## src/rtl/ccff_stream_loader.sv

```systemverilog
// Streams DATA_W-bit configuration words MSB-first onto a CHAIN_LEN-bit ccff chain,
// one bit per prog_clk edge, with a one-word holding register to absorb source jitter.
module ccff_stream_loader #(
    parameter int DATA_W    = 8,
    parameter int CHAIN_LEN = 34
) (
    input  logic              prog_clk,
    input  logic              prog_reset,
    input  logic              start,
    input  logic              abort,
    input  logic [DATA_W-1:0] cfg_data,
    input  logic              cfg_valid,
    output logic              cfg_ready,
    output logic              ccff_head,
    output logic              busy,
    output logic              done,
    output logic              error
);

    localparam int BW = $clog2(CHAIN_LEN + 1);
    localparam int WW = $clog2(DATA_W + 1);

    typedef enum logic [2:0] {S_IDLE, S_FILL, S_SHIFT, S_DONE, S_ERR} state_t;

    state_t            state, state_nxt;
    logic [DATA_W-1:0] shift_reg, shift_reg_nxt;
    logic [DATA_W-1:0] hold_reg, hold_reg_nxt;
    logic              hold_valid, hold_valid_nxt;
    logic [WW-1:0]     word_cnt, word_cnt_nxt;
    logic [BW-1:0]     bit_cnt, bit_cnt_nxt;
    logic              head_q, head_nxt;
    logic              fire;

    assign cfg_ready = (state == S_FILL) || ((state == S_SHIFT) && !hold_valid);
    assign fire      = cfg_valid && cfg_ready;
    assign ccff_head = head_q;
    assign busy      = (state == S_FILL) || (state == S_SHIFT);
    assign done      = (state == S_DONE);
    assign error     = (state == S_ERR);

    always_comb begin
        state_nxt      = state;
        shift_reg_nxt  = shift_reg;
        hold_reg_nxt   = hold_reg;
        hold_valid_nxt = hold_valid;
        word_cnt_nxt   = word_cnt;
        bit_cnt_nxt    = bit_cnt;
        head_nxt       = 1'b0;

        case (state)
            S_IDLE, S_DONE, S_ERR: begin
                if (start) begin
                    state_nxt      = S_FILL;
                    shift_reg_nxt  = '0;
                    hold_reg_nxt   = '0;
                    hold_valid_nxt = 1'b0;
                    word_cnt_nxt   = '0;
                    bit_cnt_nxt    = '0;
                end
            end
            S_FILL: begin
                if (fire) begin
                    state_nxt     = S_SHIFT;
                    shift_reg_nxt = cfg_data;
                    word_cnt_nxt  = WW'(DATA_W);
                end
            end
            S_SHIFT: begin
                if (bit_cnt == BW'(CHAIN_LEN)) begin
                    // chain full: leftover word bits and any held word are dropped
                    state_nxt      = S_DONE;
                    shift_reg_nxt  = '0;
                    hold_valid_nxt = 1'b0;
                    word_cnt_nxt   = '0;
                end else if (word_cnt != '0) begin
                    head_nxt      = shift_reg[DATA_W-1];
                    shift_reg_nxt = shift_reg << 1;
                    word_cnt_nxt  = word_cnt - WW'(1);
                    bit_cnt_nxt   = bit_cnt + BW'(1);
                    if (fire) begin
                        hold_reg_nxt   = cfg_data;
                        hold_valid_nxt = 1'b1;
                    end
                end else if (hold_valid) begin
                    // word boundary: first bit of the held word goes out on this edge
                    head_nxt       = hold_reg[DATA_W-1];
                    shift_reg_nxt  = hold_reg << 1;
                    word_cnt_nxt   = WW'(DATA_W - 1);
                    bit_cnt_nxt    = bit_cnt + BW'(1);
                    hold_valid_nxt = fire;
                    if (fire) hold_reg_nxt = cfg_data;
                end else begin
                    state_nxt     = S_ERR;
                    shift_reg_nxt = '0;
                    word_cnt_nxt  = '0;
                end
            end
            default: state_nxt = S_IDLE;
        endcase

        if (abort) begin
            state_nxt      = S_IDLE;
            head_nxt       = 1'b0;
            hold_valid_nxt = 1'b0;
        end
    end

    always_ff @(posedge prog_clk) begin
        if (prog_reset) begin
            state      <= S_IDLE;
            shift_reg  <= '0;
            hold_reg   <= '0;
            hold_valid <= 1'b0;
            word_cnt   <= '0;
            bit_cnt    <= '0;
            head_q     <= 1'b0;
        end else begin
            state      <= state_nxt;
            shift_reg  <= shift_reg_nxt;
            hold_reg   <= hold_reg_nxt;
            hold_valid <= hold_valid_nxt;
            word_cnt   <= word_cnt_nxt;
            bit_cnt    <= bit_cnt_nxt;
            head_q     <= head_nxt;
        end
    end

endmodule

```

## config.mk

```make
export PLATFORM = sky130hd
export DESIGN_NAME = ccff_stream_loader
export DESIGN_NICKNAME = d
export VERILOG_FILES = /design/src/rtl/ccff_stream_loader.sv
export SDC_FILE = /design/constraint.sdc
export NUM_CORES = 1
export LEC_CHECK = 0
export ABC_AREA = 1
export CORE_MARGIN = 2
export CORE_UTILIZATION = 56
export DETAILED_ROUTE_END_ITERATION = 10
export PLACE_DENSITY = 0.88
export SYNTH_ARGS = -nofsm -noshare
export SYNTH_HDL_FRONTEND = slang
export SYNTH_SLANG_ARGS = --single-unit
export TNS_END_PERCENT = 5
```

## constraint.sdc

```tcl
create_clock -name prog_clk -period 1.8 [get_ports prog_clk]
set_clock_uncertainty 0.05 [all_clocks]
set_input_delay 0.27 -clock prog_clk [delete_from_list [all_inputs] [get_ports prog_clk]]
set_output_delay 0.27 -clock prog_clk [all_outputs]
set_load 0.01 [all_outputs]
```

======== Word level (Yosys, flattened, before mapping) ========
Index checks and enable logic that the tools add are counted.
storage, ports and cells
  flip-flop bits (word level) ............. 31
  input bits .............................. 13
  word-level logic and storage cells ...... 74
cells by class
  reductions and logical operators ........ 16
  bitwise operators ....................... 1
  equality and inequality tests ........... 12
  add/subtract/negate cells ............... 2
  mux-type cells .......................... 36
operators by type and width
  operator                                                number
  2-to-1 mux 8 bit                                        9
  2-to-1 mux 6 bit                                        4
  one-hot mux 8 bit (3 select lines)                      1
  2-to-1 mux 3 bit                                        6
  2-to-1 mux 4 bit                                        4
  one-hot mux 8 bit (2 select lines)                      1
  one-hot mux 4 bit (3 select lines)                      1
  one-hot mux 6 bit (2 select lines)                      1
  one-hot mux 3 bit (3 select lines)                      1
  AND reduction 4 bit                                     2
  2-to-1 mux 1 bit                                        7
  adder 6 x 1 -> 6 bit (second input constant)            1
  equality test 3 x 2 -> 1 bit (second input constant)    2
  equality test 6 bit (second input constant)             1
  inequality test 2 bit (second input constant)           3
  inequality test 3 x 2 -> 1 bit (second input constant)  2
  AND reduction 3 bit                                     2
  inequality test 4 bit (second input constant)           1
  nonzero test 4 bit                                      1
  OR reduction 4 bit                                      1
  subtractor 4 x 1 -> 4 bit (second input constant)       1
  equality test 3 x 1 -> 1 bit (second input constant)    1
  equality test 3 bit (second input constant)             1
  zero test 3 bit                                         1
  10 further kinds                                        12

======== Longest topological paths before layout ========
  word-level depth ........................ 9
  gate-level depth with buffers ........... 9
  gate-level depth less buffers ........... 9

======== Worst setup path after synthesis ========
Ideal clock, no wire load.
  kind .................................... register to register
  start ................................... reg word_cnt[0]
  end ..................................... reg hold_reg[6]
  cell stages (with the launch flop) ...... 9
  data required time ...................... 1680 ps
  path slack .............................. 279 ps
  buffers on the path ..................... 0
  arrival ................................. 1401 ps
  clock period less this slack ............ 1521 ps
  path through ............................ dfxtp_1 > inv_1 > ha_1 > nand2_1 > nor2_1 > nand3_1 > nand4_1 > nand3_1 > a21oi_1
between the ends
  word-level cells in the longest chain between the ends .. 4
  elaborated cells on any way between the ends .. 6
ends and longest elaborated chain
  what                                RTL line  text
  from (decl)                         29        logic [WW-1:0] word_cnt, word_cnt_nxt;
  from (signal assigned)              122       word_cnt <= word_cnt_nxt;
  nonzero test 4 bit (*)              75        end else if (word_cnt != '0) begin
  2-to-1 mux 8 bit                    75
  2-to-1 mux 8 bit                    69        if (bit_cnt == BW'(CHAIN_LEN)) begin
  one-hot mux 8 bit (2 select lines)  50        case (state)
  to (signal assigned)                120       hold_reg <= hold_reg_nxt;
  to (decl)                           27        logic [DATA_W-1:0] hold_reg, hold_reg_nxt;
Every way passes the cells marked *; elsewhere a longest branch is shown, timed or not. The select of a mux whose other input is x is not followed.
A chain may end at the register's enable or synchronous reset.

======== Final worst setup path ========
  start ................................... reg state[2]
  end ..................................... out busy
between the ends
  word-level cells in the longest chain between the ends .. 2
  elaborated cells on any way between the ends .. 3
ends and longest elaborated chain
  what                                                                          RTL line  text
  from (decl)                                                                   25        state_t state, state_nxt;
  from (signal assigned)                                                        118       state <= state_nxt;
  equality test 3 x 1 -> 1 bit or equality test 3 x 2 -> 1 bit (tied branches)  37        assign busy = (state == S_FILL) || (state == S_SHIFT);
  logical OR 1 bit (*)                                                          37
  to (decl)                                                                     15        output logic busy,
Every way passes the cells marked *; elsewhere a longest branch is shown, timed or not.

==> results.sh <==
export IMPL_postRouteAntennaNets=0
export IMPL_worst_skew_pair_late_latency_ps=330
export IMPL_number_of_global_route_vias_before_repair=1660
export IMPL_worstPathArrival_ps=1440
export IMPL_cap_violations=0
export IMPL_synth_async_sr_flop_share_pct=0
export IMPL_finalWeightedCongestion=0.902
export IMPL_mappedNetlistNets=274
export IMPL_antenna_found_initial=0
export IMPL_synth_warning_count=0
export IMPL_detailedPlacementHpwl_mm=2.89
export IMPL_drt_iter0_drc=104
export IMPL_crit_fanout=5
export IMPL_synth_edff_count=0
export IMPL_core_um2=2980
export IMPL_syn_avg_cell_area_um2=6.66
export IMPL_multi_input_area_um2=975
export IMPL_detail_route_vias_per_cell=5.57
export IMPL_cp_start_kind="flop"
export IMPL_dominant_cell_by_count_in_the_synthesized_netlist="sky130_fd_sc_hd__nand2_1"
export IMPL_top_level_ports=18
export IMPL_accumulated_negative_setup_slack_ps=0
export IMPL_end_kind="output port"
export IMPL_buffer_ports_inserted=17
export IMPL_grt_first_pass_wirelength_mm=6.84
export IMPL_timing_max_slew_rel_slack_pct=66.5
export IMPL_area_overhead_of_the_layout_relative_to_synthesis_pct=19.5
export IMPL_syn_cell_area_um2=1710
export IMPL_yosys_register_bits=31
export IMPL_hold_ws_ps=416
export IMPL_cpPeakStageDelay_ps=330
export IMPL_die_area_um2=3510
export IMPL_tritoncts="built"
export IMPL_critical_path_n_buffers_inverters=3
export IMPL_hold_viol_final=0
export IMPL_final_setup_viol_count=0
export IMPL_portion_of_synthesized_cell_area_occupied_by_the_leading_cell_type_pct=36.3
export IMPL_min_delay_path_class="flop to flop"
export IMPL_worstMarginPinSlew_ps=503
export IMPL_ys_top_cells_by_area="sky130_fd_sc_hd__dfxtp_1, sky130_fd_sc_hd__nand2_1, sky130_fd_sc_hd__a21oi_1"
export IMPL_die_width_um=59.3
export IMPL_cts_reportedPaths_clkPinSlew_ps=100
export IMPL_placedInstanceArea_um2=1950
export IMPL_yosys_top_cells_count="sky130_fd_sc_hd__nand2_1, sky130_fd_sc_hd__a21oi_1, sky130_fd_sc_hd__dfxtp_1"
export IMPL_wirelength_mm=4.05
export IMPL_maximum_number_of_pins_on_one_net_before_global_route_repair=27
export IMPL_cell_repeated_most_along_the_worst_path="sky130_fd_sc_hd__inv_2"
export IMPL_synthFlopType="sky130_fd_sc_hd__dfxtp_1"
export IMPL_num_fill_cells=273
export IMPL_unrepaired_setup_endpoints_after_global_routing="yes"
export IMPL_finalInstanceArea_um2=2040
export IMPL_clock_tree_root_cell="sky130_fd_sc_hd__clkbuf_4"
export IMPL_die_height_um=59.3
export IMPL_track_usage_pct=25.4
export IMPL_fmax_mhz=567
export IMPL_drt_pass1_iter_count=5
export IMPL_placementRows=20
export IMPL_power_leakage_nw=0.796
export IMPL_synth_distinct_cells=28
export IMPL_status="complete, no violations"
export IMPL_final_layout_size_suffix_gt1_share_pct=13.6
export IMPL_timing_worst_setup_path_type="flop to output port"
export IMPL_vdd_drop_max_mv=0.559
export IMPL_period_needed_ps=1760
export IMPL_finish_cell_count_without_fillers=319
export IMPL_seq_area_frac_synth_pct=36.3
export IMPL_clock_tree_buffer_depth=2
export IMPL_timing_critical_path_cells="inv_2 -> nand2_2 -> nor2_4 -> inv_2 -> nand2_1 -> dlygate4sd2_1"
export IMPL_number_of_cells_after_detailed_placement=308
export IMPL_finalWorstSetupSlack_ps=35.8
export IMPL_fin_total_pwr_mw=1.44
export IMPL_register_cell_area_after_layout_um2=624
export IMPL_detailedPlace_worstSlack_ps=-6.19
export IMPL_post_drt_wl_per_cell_um=12.7
export IMPL_drcViolationCount=0
export IMPL_utilization_pct=68.7
export IMPL_clock_sinks=31
export IMPL_final_period_utilization_pct=98.0
export IMPL_slew_violations=0
export IMPL_initial_utilization_pct=57.4
export IMPL_synthesis_instances=257
export IMPL_cts_hold_fix_buffers=0
export IMPL_numCtsBuffers=5
export IMPL_biggest_area_consumer_among_synthesized_cells="sky130_fd_sc_hd__dfxtp_1"
export IMPL_cts_htree_levels=2
export IMPL_detailroute_via_count=1778
export IMPL_data_required_critical_path_ps=1480
export IMPL_grt_remaining_overflow=0
export IMPL_cpLargestDelayFamily="buffers and inverters"
export IMPL_crit_path_top_delay_cell="sky130_fd_sc_hd__dfxtp_1"
export IMPL_power_density_nw_per_um2=706
export IMPL_layout_net_count=302
export IMPL_num_antenna_cells=0
-- tightest hold or removal path, cell delays in order (launching register included) --
cell and delay, ps:
sky130_fd_sc_hd__dfxtp_1 320, sky130_fd_sc_hd__nand2_1 60, sky130_fd_sc_hd__a21oi_1 50
-- final cells by class --
type / instances / area share (%)
timing repair buffer: 27 / 11.8
clock buffer: 8 / 3.37
sequential: 31 / 30.5
multi-input combinational: 197 / 47.7
inverter: 23 / 4.59
tap: 33 / 2.02
-- what timing repair did --
action,in CTS,in global routing
endpoints found under the setup margin,12,11
pin swaps,1,1
gates resized for setup,6,4
gates cloned,0,0
setup buffers,1,2
-- cells in the final DEF, fill, tap and decap left out, drive strengths merged, types with 3 or more instances in the layout --
cell / synthesis / layout
nand2: 86 / 86
a21oi: 33 / 33
dfxtp: 31 / 31
nor2: 25 / 25
inv: 21 / 21
o21ai: 20 / 20
nand3: 17 / 17
clkdlybuf4s50: 0 / 13
buf: 3 / 10
clkbuf: 3 / 8
xor2: 4 / 4
ha: 4 / 4
nor3: 3 / 3
dlygate4sd2: 0 / 3
-- worst paths after layout --
check	slack, ps	cells past startpoint	to	from
min reg2reg	420	2	word_cnt[1]$_SDFFE_PP0P_	word_cnt[1]$_SDFFE_PP0P_
max	40	6	busy	state[2]$_SDFFE_PP0P_
min	420	2	word_cnt[1]$_SDFFE_PP0P_	word_cnt[1]$_SDFFE_PP0P_
max reg2reg	120	10	bit_cnt[1]$_SDFFE_PP0P_	state[2]$_SDFFE_PP0P_
-- layer usage --
metal  up-vias  track usage, %  part of all wire, %
li1        892               -                    -
met1       813            31.6                   43
met2        66            42.2                   49
met3         7            5.24                  6.4
met4         0            11.4                  1.3
met5         -               0                    0
-- kinds of logic after synthesis --
| logic type | synth area share (%) |
|---|---|
| compound gates | 17.3 |
| xor+xnor | 2.56 |
| fa+ha+maj | 2.93 |
| buf+inv | 6.95 |
| flops | 36.3 |
| simple gates | 34.0 |
-- report_power, final --
part,internal (mW),total (mW),switching (mW),leakage (nW)
clock,0.230,0.476,0.247,0.0386
combinational,0.0944,0.255,0.160,0.505
sequential,0.700,0.712,0.0123,0.252
total,1.02,1.44,0.419,0.796
(Power assumes the default switching activity.)
